File: src/rtl/dsa_host_seq.sv
// dsa_host_seq: bus initiator that programs, feeds, polls and drains one DSA downscale job
module dsa_host_seq #(
  parameter int ADDR_WIDTH   = 16,
  parameter int IN_GAP       = 4,
  parameter int START_SETTLE = 8,
  parameter int POLL_GAP     = 16,
  parameter int TIMEOUT      = 2**20
) (
  input  logic                  clk,
  input  logic                  rst,
  input  logic                  job_start,
  input  logic [15:0]           job_img_w,
  input  logic [15:0]           job_img_h,
  input  logic [15:0]           job_scale,
  input  logic [15:0]           job_in_words,
  input  logic [15:0]           job_out_pix,
  input  logic                  in_valid,
  output logic                  in_ready,
  input  logic [31:0]           in_data,
  output logic                  out_valid,
  input  logic                  out_ready,
  output logic [7:0]            out_data,
  output logic                  busy,
  output logic                  done,
  output logic                  err,
  output logic [31:0]           perf_cyc,
  output logic [31:0]           perf_pix,
  output logic                  h_wr_en,
  output logic                  h_rd_en,
  output logic [ADDR_WIDTH-1:0] h_addr,
  output logic [31:0]           h_wdata,
  input  logic [31:0]           h_rdata,
  input  logic                  h_rvalid
);
  localparam int TW = $clog2(TIMEOUT + 1);
  typedef enum logic [4:0] {
    S_IDLE, S_WR_W, S_WR_H, S_WR_SCALE, S_WR_INADDR, S_IN_WAIT, S_IN_WR, S_IN_GAP,
    S_WR_START, S_SETTLE, S_POLL_PRIME, S_POLL_RD, S_POLL_WAIT, S_CYC_PRIME, S_CYC_RD,
    S_PIX_PRIME, S_PIX_RD, S_WR_OUTADDR, S_OUT_RD, S_OUT_HOLD, S_FIN
  } state_t;
  state_t state, state_n;
  logic [15:0] img_w, img_h, scale, in_words, out_pix, wcnt, pcnt, cnt;
  logic [TW-1:0] tcnt;
  logic in_poll, tout, cap, cap_o, wr_n, rd_n;
  logic [ADDR_WIDTH-1:0] addr_n;
  logic [31:0] wdata_n;
  assign in_poll  = state inside {S_SETTLE, S_POLL_PRIME, S_POLL_RD, S_POLL_WAIT};
  assign tout     = in_poll && tcnt == TW'(TIMEOUT - 1);
  assign cap      = h_rvalid && cnt >= 16'd2;
  assign cap_o    = h_rvalid && cnt != 16'd0;
  assign in_ready = state == S_IN_WAIT;
  assign busy     = state != S_IDLE && state != S_FIN;
  assign done     = state == S_FIN;
  // state register
  always_ff @(posedge clk)
    state <= rst ? S_IDLE : state_n;
  // next-state: sequence of bus phases; a poll timeout overrides everything
  always_comb begin
    state_n = state;
    if (tout) state_n = S_IDLE;
    else
      case (state)
        S_IDLE:       state_n = job_start ? S_WR_W : S_IDLE;
        S_WR_W:       state_n = S_WR_H;
        S_WR_H:       state_n = S_WR_SCALE;
        S_WR_SCALE:   state_n = S_WR_INADDR;
        S_WR_INADDR:  state_n = in_words == 16'd0 ? S_WR_START : S_IN_WAIT;
        S_IN_WAIT:    state_n = in_valid ? S_IN_WR : S_IN_WAIT;
        S_IN_WR:      state_n = S_IN_GAP;
        S_IN_GAP:     state_n = cnt != 16'(IN_GAP - 1) ? S_IN_GAP : wcnt == in_words ? S_WR_START : S_IN_WAIT;
        S_WR_START:   state_n = S_SETTLE;
        S_SETTLE:     state_n = cnt == 16'(START_SETTLE - 1) ? S_POLL_PRIME : S_SETTLE;
        S_POLL_PRIME: state_n = S_POLL_RD;
        S_POLL_RD:    state_n = !cap ? S_POLL_RD : h_rdata[1] ? S_CYC_PRIME : S_POLL_WAIT;
        S_POLL_WAIT:  state_n = cnt == 16'(POLL_GAP - 1) ? S_POLL_PRIME : S_POLL_WAIT;
        S_CYC_PRIME:  state_n = S_CYC_RD;
        S_CYC_RD:     state_n = cap ? S_PIX_PRIME : S_CYC_RD;
        S_PIX_PRIME:  state_n = S_PIX_RD;
        S_PIX_RD:     state_n = cap ? S_WR_OUTADDR : S_PIX_RD;
        S_WR_OUTADDR: state_n = out_pix == 16'd0 ? S_FIN : S_OUT_RD;
        S_OUT_RD:     state_n = cap_o ? S_OUT_HOLD : S_OUT_RD;
        S_OUT_HOLD:   state_n = !out_ready ? S_OUT_HOLD : pcnt + 16'd1 == out_pix ? S_FIN : S_OUT_RD;
        default:      state_n = S_IDLE;
      endcase
  end
  // bus request for the next cycle; capture reads go out on the second cycle of an *_RD state
  always_comb begin
    wr_n = 1'b0;
    rd_n = 1'b0;
    addr_n = '0;
    wdata_n = '0;
    if (!tout)
      case (state)
        S_WR_W:       begin wr_n = 1'b1; addr_n = ADDR_WIDTH'(8'h02); wdata_n = {16'd0, img_w}; end
        S_WR_H:       begin wr_n = 1'b1; addr_n = ADDR_WIDTH'(8'h03); wdata_n = {16'd0, img_h}; end
        S_WR_SCALE:   begin wr_n = 1'b1; addr_n = ADDR_WIDTH'(8'h04); wdata_n = {16'd0, scale}; end
        S_WR_INADDR:  begin wr_n = 1'b1; addr_n = ADDR_WIDTH'(8'h20); end
        S_IN_WAIT:    begin wr_n = in_valid; addr_n = ADDR_WIDTH'(8'h21); wdata_n = in_data; end
        S_WR_START:   begin wr_n = 1'b1; addr_n = ADDR_WIDTH'(8'h00); wdata_n = 32'd1; end
        S_POLL_PRIME: begin rd_n = 1'b1; addr_n = ADDR_WIDTH'(8'h01); end
        S_POLL_RD:    begin rd_n = cnt == 16'd1; addr_n = ADDR_WIDTH'(8'h01); end
        S_CYC_PRIME:  begin rd_n = 1'b1; addr_n = ADDR_WIDTH'(8'h06); end
        S_CYC_RD:     begin rd_n = cnt == 16'd1; addr_n = ADDR_WIDTH'(8'h06); end
        S_PIX_PRIME:  begin rd_n = 1'b1; addr_n = ADDR_WIDTH'(8'h07); end
        S_PIX_RD:     begin rd_n = cnt == 16'd1; addr_n = ADDR_WIDTH'(8'h07); end
        S_WR_OUTADDR: begin wr_n = 1'b1; addr_n = ADDR_WIDTH'(8'h30); end
        S_OUT_RD:     begin rd_n = cnt == 16'd0; addr_n = ADDR_WIDTH'(8'h31); end
        default: ;
      endcase
  end
  // job latch, counters, captured read data and registered bus outputs
  always_ff @(posedge clk)
    if (rst) begin
      {img_w, img_h, scale, in_words, out_pix, wcnt, pcnt, cnt} <= '0;
      tcnt <= '0;
      {err, out_valid, out_data, perf_cyc, perf_pix} <= '0;
      {h_wr_en, h_rd_en, h_addr, h_wdata} <= '0;
    end else begin
      cnt <= state_n != state ? 16'd0 : cnt + 16'(cnt != 16'hFFFF);
      tcnt <= in_poll ? tcnt + TW'(1) : '0;
      if (state == S_IDLE && job_start) begin
        {img_w, img_h, scale, in_words, out_pix} <= {job_img_w, job_img_h, job_scale, job_in_words, job_out_pix};
        {wcnt, pcnt, perf_cyc, perf_pix} <= '0;
        err <= 1'b0;
      end
      if (tout) err <= 1'b1;
      if (state == S_IN_WAIT && in_valid) wcnt <= wcnt + 16'd1;
      if (state == S_CYC_RD && cap) perf_cyc <= h_rdata;
      if (state == S_PIX_RD && cap) perf_pix <= h_rdata;
      if (state == S_OUT_RD && cap_o) begin
        out_valid <= 1'b1;
        out_data <= h_rdata[7:0];
      end
      if (state == S_OUT_HOLD && out_ready) begin
        out_valid <= 1'b0;
        pcnt <= pcnt + 16'd1;
      end
      {h_wr_en, h_rd_en, h_addr, h_wdata} <= {wr_n, rd_n, addr_n, wdata_n};
    end
endmodule

File: config.mk
export PLATFORM = sky130hd
export DESIGN_NAME = dsa_host_seq
export DESIGN_NICKNAME = d
export VERILOG_FILES = /design/src/rtl/dsa_host_seq.sv
export SDC_FILE = /design/constraint.sdc
export NUM_CORES = 1
export LEC_CHECK = 0
export BUFFER_PORTS_ARGS = -buffer_cell sky130_fd_sc_hd__buf_2
export CAP_MARGIN = 25
export CORE_MARGIN = 2
export CORE_UTILIZATION = 50
export CTS_BUF_LIST = sky130_fd_sc_hd__clkbuf_4
export DETAILED_ROUTE_END_ITERATION = 6
export GPL_TIMING_DRIVEN = 0
export HOLD_SLACK_MARGIN = 0.1
export PLACE_DENSITY_LB_ADDON = 0.15
export SLEW_MARGIN = 20
export SYNTH_ARGS = -nofsm -noshare
export SYNTH_HDL_FRONTEND = slang
export SYNTH_SLANG_ARGS = --single-unit
File: constraint.sdc
create_clock -name clk -period 3.5 [get_ports clk]
set_input_delay 0.875 -clock clk [delete_from_list [all_inputs] [get_ports clk]]
set_output_delay 0.875 -clock clk [all_outputs]
set_load 0.01 [all_outputs]
Word-level counts from Yosys, hierarchy flattened:

Index checks and enable logic that the tools add are counted.

* register bits after elaboration: 278
* bits in latches: 0
* bits in writable memories: 0
* ROM bits: 0
* input port bits: 150
* output and inout bits: 127
* word-level logic and storage cells: 116
* memories kept: 0

* $add $sub $neg: 4
* $mul: 0
* divide/modulo/power cells: 0
* $lt $le $gt $ge: 1
* equal/unequal tests: 30
* shift operators: 0
* muxes and demuxes: 29
* bitwise logic cells: 1
* reductions and logical operators: 32

Operators with widths (number)
* $pmux 32 s5: 1
* $pmux 5 s20: 1
* $mux 32: 3
* $pmux 6 s10: 1
* $logic_not 16->1: 3
* $mux 16: 3
* $eq 5x4->1 const B: 8
* $add 16x1->16 const B: 2
* $eq 16x16->1: 2
* $eq 5x5->1 const B: 5
* $add 21x1->21 const B: 1
* $eq 21x20->1 const B: 1
* $eq 5x3->1 const B: 4
* $add 16x1->16: 1
* $eq 16x1->1 const B: 1
* $eq 16x3->1 const B: 1
* $eq 16x4->1 const B: 1
* $ge 16x2->1 const B: 1
* $ne 16x16->1 const B: 1
* $ne 16x2->1 const B: 1
* $reduce_bool 16->1: 1
* $mux 3: 5
* $reduce_or 2->1: 7
* $mux 4: 3
* 17 further kinds: 39

Depth between registers and ports, before layout:

* depth after elaboration: 8
* gate-level depth with buffers: 12
* mapped depth without buffers: 11

Worst setup path before layout:

OpenSTA, ideal clock, no wires.

* path kind: flip-flop to flip-flop
* start: register pcnt[0]
* end: register cnt[10]
* data arrival time: 2673 ps
* setup slack: 712 ps
* stages on the path, launching flop included: 12
* period minus slack after synthesis: 2788 ps
* cell sequence: dfxtp_1 -> ha_1 -> and3_1 -> buf_2 -> and3_1 -> a2111o_1 -> nor4b_4 -> nand4_2 -> and3b_4 -> o2111ai_4 -> buf_8 -> nor2_2

* cells in the longest elaborated chain, start to end: 8

RTL lines
* from (decl): line 42 `logic [15:0] img_w, img_h, scale, in_words, out_pix, wcnt, pcnt, cnt;`
* from (signal assigned): line 136 `pcnt <= pcnt + 16'd1;`
* $add 16x1->16: line 82 `S_OUT_HOLD: state_n = !out_ready ? S_OUT_HOLD : pcnt + 16'd1 == out_pix ? S_FIN : S_OUT_RD;`
* $eq 16x16->1: line 82
* $mux 3 (2 in a row): line 82
* $pmux 5 s20: line 62 `case (state)`
* $mux 5: line 60 `if (tout) state_n = S_IDLE;`
* $ne 5x5->1: line 119 `cnt <= state_n != state ? 16'd0 : cnt + 16'(cnt != 16'hFFFF);`
* $reduce_or 2->1 (no line)
* to (signal assigned): line 119
* to (decl): line 42

Every way passes these cells.
A chain may end at the register's enable or synchronous reset.

Final worst setup path:

* start: register state[1]
* end: output port busy

* cells in the longest elaborated chain, start to end: 2

RTL lines
* from (decl): line 41 `state_t state, state_n;`
* from (signal assigned): line 56 `state <= rst ? S_IDLE : state_n;`
* $ne 5x5->1 / $reduce_bool 5->1 (equally long branches): line 52 `assign busy = state != S_IDLE && state != S_FIN;`
* $logic_and 1x1->1 (*): line 52
* to (decl): line 23 `output logic busy,`

Every way passes the cells marked *; elsewhere a longest branch is shown, timed or not.

==> impl_metrics.prom <==
# TYPE chip_impl_metric gauge
chip_impl_metric{name="drt_wl_total",unit="microns"} 35300
chip_impl_metric{name="grt_util_met1",unit=""} 0.345
chip_impl_metric{name="cts-buffers-inserted",unit=""} 70
chip_impl_info{name="timing.rr.end",value="cnt[10]$_SDFF_PP0_"} 1
chip_impl_metric{name="placed_area",unit="sq um"} 13500
chip_impl_metric{name="synthesis.instances",unit=""} 1454
chip_impl_metric{name="num_rows",unit=""} 56
chip_impl_metric{name="slowest_delay",unit="ps"} 610
chip_impl_metric{name="timing.setup.tns",unit="ps"} 0
chip_impl_metric{name="fill_cells",unit=""} 2221
chip_impl_metric{name="die_height",unit="microns"} 157
chip_impl_metric{name="layout_setup_ws",unit="ps"} 115
chip_impl_info{name="critPathCaptureType",value="output port"} 1
chip_impl_metric{name="place_congestion",unit=""} 0.966
chip_impl_metric{name="detailedRoute.firstPassIterationCount",unit=""} 5
chip_impl_metric{name="clk-insertion-delay-late",unit="ps"} 700
chip_impl_metric{name="core_region_area",unit="sq um"} 23300
chip_impl_metric{name="avgSynthCellArea",unit="sq um"} 8.07
chip_impl_metric{name="clock_path_buffers",unit=""} 3
chip_impl_metric{name="synth-edff-count",unit=""} 0
chip_impl_metric{name="postSynth.asyncResetShare",unit=""} 0
chip_impl_metric{name="synth.cell_area",unit="sq um"} 11700
chip_impl_metric{name="grt_util_met3",unit=""} 0.0738
chip_impl_metric{name="timing.fmax",unit="MHz"} 295
chip_impl_metric{name="grt_usage",unit=""} 0.278
chip_impl_metric{name="first_pass_grt_wire_length",unit="microns"} 55000
chip_impl_metric{name="cap_violations",unit=""} 0
chip_impl_metric{name="yosys_register_bits",unit=""} 267
chip_impl_metric{name="reg2reg_depth",unit=""} 10
chip_impl_metric{name="final_count_of_pins_violating_max_slew",unit=""} 0
chip_impl_metric{name="netlist.area_leader.share",unit=""} 0.456
chip_impl_metric{name="pin_count",unit=""} 277
chip_impl_metric{name="cp_data_arrival_time",unit="ps"} 2510
chip_impl_metric{name="areaGrowthSynthToFinish",unit="%"} 22.8
chip_impl_metric{name="worst_hold_path.num_cells",unit=""} 2
chip_impl_info{name="hold_path.class",value="in -> reg"} 1
chip_impl_metric{name="fin_util",unit=""} 0.619
chip_impl_info{name="status",value="finished, final reports clean"} 1
chip_impl_metric{name="timing.critical_path.required",unit="ps"} 2620
chip_impl_info{name="cp_top_family",value="simple AND/OR/NAND/NOR gates"} 1
chip_impl_metric{name="count_of_synthesis_stage_warnings_from_yosys",unit=""} 0
chip_impl_info{name="crit_type",value="reg -> out"} 1
chip_impl_metric{name="start_util",unit=""} 0.504
chip_impl_metric{name="timing.clock.skew",unit="ps"} 37.9
chip_impl_metric{name="dp_worst_setup_slack",unit="ps"} 344
chip_impl_info{name="synth_top_flop_cell",value="dfxtp_1"} 1
chip_impl_metric{name="final-setup-viol-count",unit=""} 0
chip_impl_metric{name="hold_viol_final",unit=""} 0
chip_impl_info{name="cts_tree",value="done"} 1
chip_impl_metric{name="die_area",unit="sq um"} 24700
chip_impl_metric{name="wire_per_inst",unit="microns"} 16.3
chip_impl_metric{name="ratio_of_cells_with_drive_above_1_in_the_final_layout",unit=""} 0.236
chip_impl_info{name="grt.busiest_layer",value="met2"} 1
chip_impl_metric{name="overflow",unit=""} 0
chip_impl_metric{name="power.total",unit="mW"} 8.29
chip_impl_metric{name="grt_use_met2",unit=""} 0.447
chip_impl_info{name="end_point_of_the_most_critical_hold_path",value="h_wdata[22]$_SDFF_PP0_"} 1
chip_impl_info{name="yosysTopAreaCell",value="dfxtp_1"} 1
chip_impl_info{name="crit_path_top_delay_cell",value="or4b_2"} 1
chip_impl_metric{name="vias",unit=""} 11822
chip_impl_info{name="clock-root-buffer",value="clkbuf_4"} 1
chip_impl_metric{name="post-route-period-util",unit=""} 0.967
chip_impl_metric{name="design_area",unit="sq um"} 14400
chip_impl_metric{name="r2r_slack",unit="ps"} 280
chip_impl_metric{name="worst-path-max-fanout",unit=""} 10
chip_impl_info{name="setup.worst_path.start_class",value="flip-flop"} 1
chip_impl_metric{name="fin_nets",unit=""} 1958
chip_impl_metric{name="synthDistinctLibCells",unit=""} 73
chip_impl_metric{name="power.density",unit="nW/um^2"} 575
chip_impl_metric{name="antenna_left",unit=""} 0
chip_impl_metric{name="i_o_buffers",unit=""} 265
chip_impl_metric{name="peakVddDrop",unit="mV"} 0.260
chip_impl_info{name="min_from",value="in_data[22]"} 1
chip_impl_metric{name="worst_pin_slew",unit="ps"} 1080
chip_impl_metric{name="cts.sink_count",unit=""} 267
chip_impl_metric{name="antenna_found_initial",unit=""} 3
chip_impl_metric{name="clock_transition_at_path_regs",unit="ps"} 70
chip_impl_info{name="critical_path.reg2reg.startpoint",value="pcnt[0]$_SDFFE_PP0P_"} 1
chip_impl_metric{name="max-slew-margin-rel",unit=""} 0.278
chip_impl_info{name="cp_cell_sequence",value="clkbuf_1 > nor2_2 > clkbuf_2 > or4b_2 > buf_2"} 1
chip_impl_metric{name="ctsHtreeMaxLevel",unit=""} 3
chip_impl_metric{name="drc",unit=""} 0
chip_impl_info{name="synthTopCellsByArea",value="dfxtp_1 (46%), a21oi_1 (8.7%), nand2_1 (8.5%)"} 1
chip_impl_metric{name="chipWidth",unit="microns"} 157
chip_impl_metric{name="detail_route.iter0.violations",unit=""} 855
chip_impl_metric{name="grt_pass1_vias",unit=""} 11038
chip_impl_metric{name="yosysSeqAreaShare",unit=""} 0.456
chip_impl_metric{name="grt_start_max_net_pins",unit=""} 12
chip_impl_info{name="grt_setup_unrepaired",value="no"} 1
chip_impl_metric{name="via_per_inst",unit=""} 5.46
chip_impl_metric{name="final.min_clock_period",unit="ps"} 3390
chip_impl_metric{name="static-leakage-power",unit="nW"} 5.83
chip_impl_metric{name="crit_buf_inv",unit=""} 3
chip_impl_metric{name="post-dp-hpwl",unit="microns"} 25600
-- layer usage --
| metal | share of wire | wire (microns) |
|---|---|---|
| met5 | 0 | 0 |
| met1 | 0.42 | 14700 |
| met2 | 0.45 | 16000 |
| met4 | 0.036 | 1260 |
| met3 | 0.093 | 3280 |
-- flip-flops by register name (all words and copies together), names as in the netlist --
name / count
h_wr_en: 1
out_valid: 1
pcnt: 16
out_data: 8
h_addr: 5
err: 1
perf_pix: 32
wcnt: 16
perf_cyc: 32
cnt: 16
h_rd_en: 1
tcnt: 21
img_h: 16
state: 5
out_pix: 16
h_wdata: 32
in_words: 16
img_w: 16
scale: 16
-- cell families after synthesis --
kind of cell | share of synthesized area
and+or+nand+nor | 0.270
AOI/OAI and AO/OA | 0.161
xor gates and xnor gates | 0.0530
muxes | 0.00960
DFF | 0.456
buffers and inverters | 0.0458
other | 0.000320
adders and majority gates | 0.00533
-- what timing repair did --
item                       CTS  global route
gates resized for setup      5             8
buffers inserted             0             2
hold buffers                 0             0
hold endpoints to repair     0             0
setup endpoints to repair    2             2
pin swaps                    0             1
-- stage by stage --
| stage | std cells | hold slack, ps |
|---|---|---|
| floorplan | 1464 | 436 |
| global placement | 2048 | 442 |
| detailed placement | 2048 | 446 |
| CTS | 2162 | 347 |
| global route | 2166 | 344 |
| finish | 2167 | 394 |
-- how the worst max path moves through the flow --
| stage | slack, ps | cells after the start | to | from |
|---|---|---|---|---|
| floorplan | 710 | 11 | cnt[10]$_SDFF_PP0_ | pcnt[0]$_SDFFE_PP0P_ |
| global placement | 390 | 10 | cnt[5]$_SDFF_PP0_ | pcnt[0]$_SDFFE_PP0P_ |
| detailed placement | 340 | 10 | cnt[9]$_SDFF_PP0_ | pcnt[0]$_SDFFE_PP0P_ |
| CTS | 20 | 5 | busy | state[1]$_SDFF_PP0_ |
| global route | 10 | 5 | busy | state[1]$_SDFF_PP0_ |
| finish | 110 | 5 | busy | state[1]$_SDFF_PP0_ |
-- synth_stat cells (all sizes together) (4+ instances only) --
library cell and instances:
nor3 23, nand2b 9, nand4 26, xnor2 36, nor4 17, a21oi 204, a311oi 4, ha 5
dfxtp 267, o211ai 8, inv 7, a211oi 10, buf 27, clkbuf 90, nor2b 14, and4 8
o21ai 23, nor2 110, nand3 105, nor3b 5, nand2 266, mux2i 9, or3 10, a22oi 32
and2 25, nand3b 5, and3 22, xor2 35
-- where the power goes --
group | switching [mW] | internal [mW] | leakage, nW
sequential | 0.178 | 3.27 | 2.16
combinational | 1.41 | 0.701 | 3.15
clock | 1.27 | 1.46 | 0.514
total | 2.86 | 5.43 | 5.83
-- cells in the final DEF, fill, tap and decap left out, drive strengths merged, types with 25 or more instances in the layout --
cell type and count:
xnor2 36, xor2 35, nand2 266, and2 25
nand4 26, clkbuf 187, nand3 105, a22oi 32
buf 297, a21oi 204, nor2 110, dfxtp 267
-- final cells by class --
cell class | count | area, sq um | share of cell area
diodes | 3 | 7.51 | 0.000521
plain buffers | 116 | 513 | 0.0356
clock buffers | 100 | 751 | 0.0521
clock inverters | 14 | 124 | 0.00860
inverters | 7 | 26.3 | 0.00182
multi-input cells | 1073 | 5890 | 0.409
flip-flops and latches | 267 | 5350 | 0.371
well taps | 319 | 399 | 0.0277
repair buffers | 268 | 1350 | 0.0935
No activity file was read; power rests on OpenSTA's default activity.
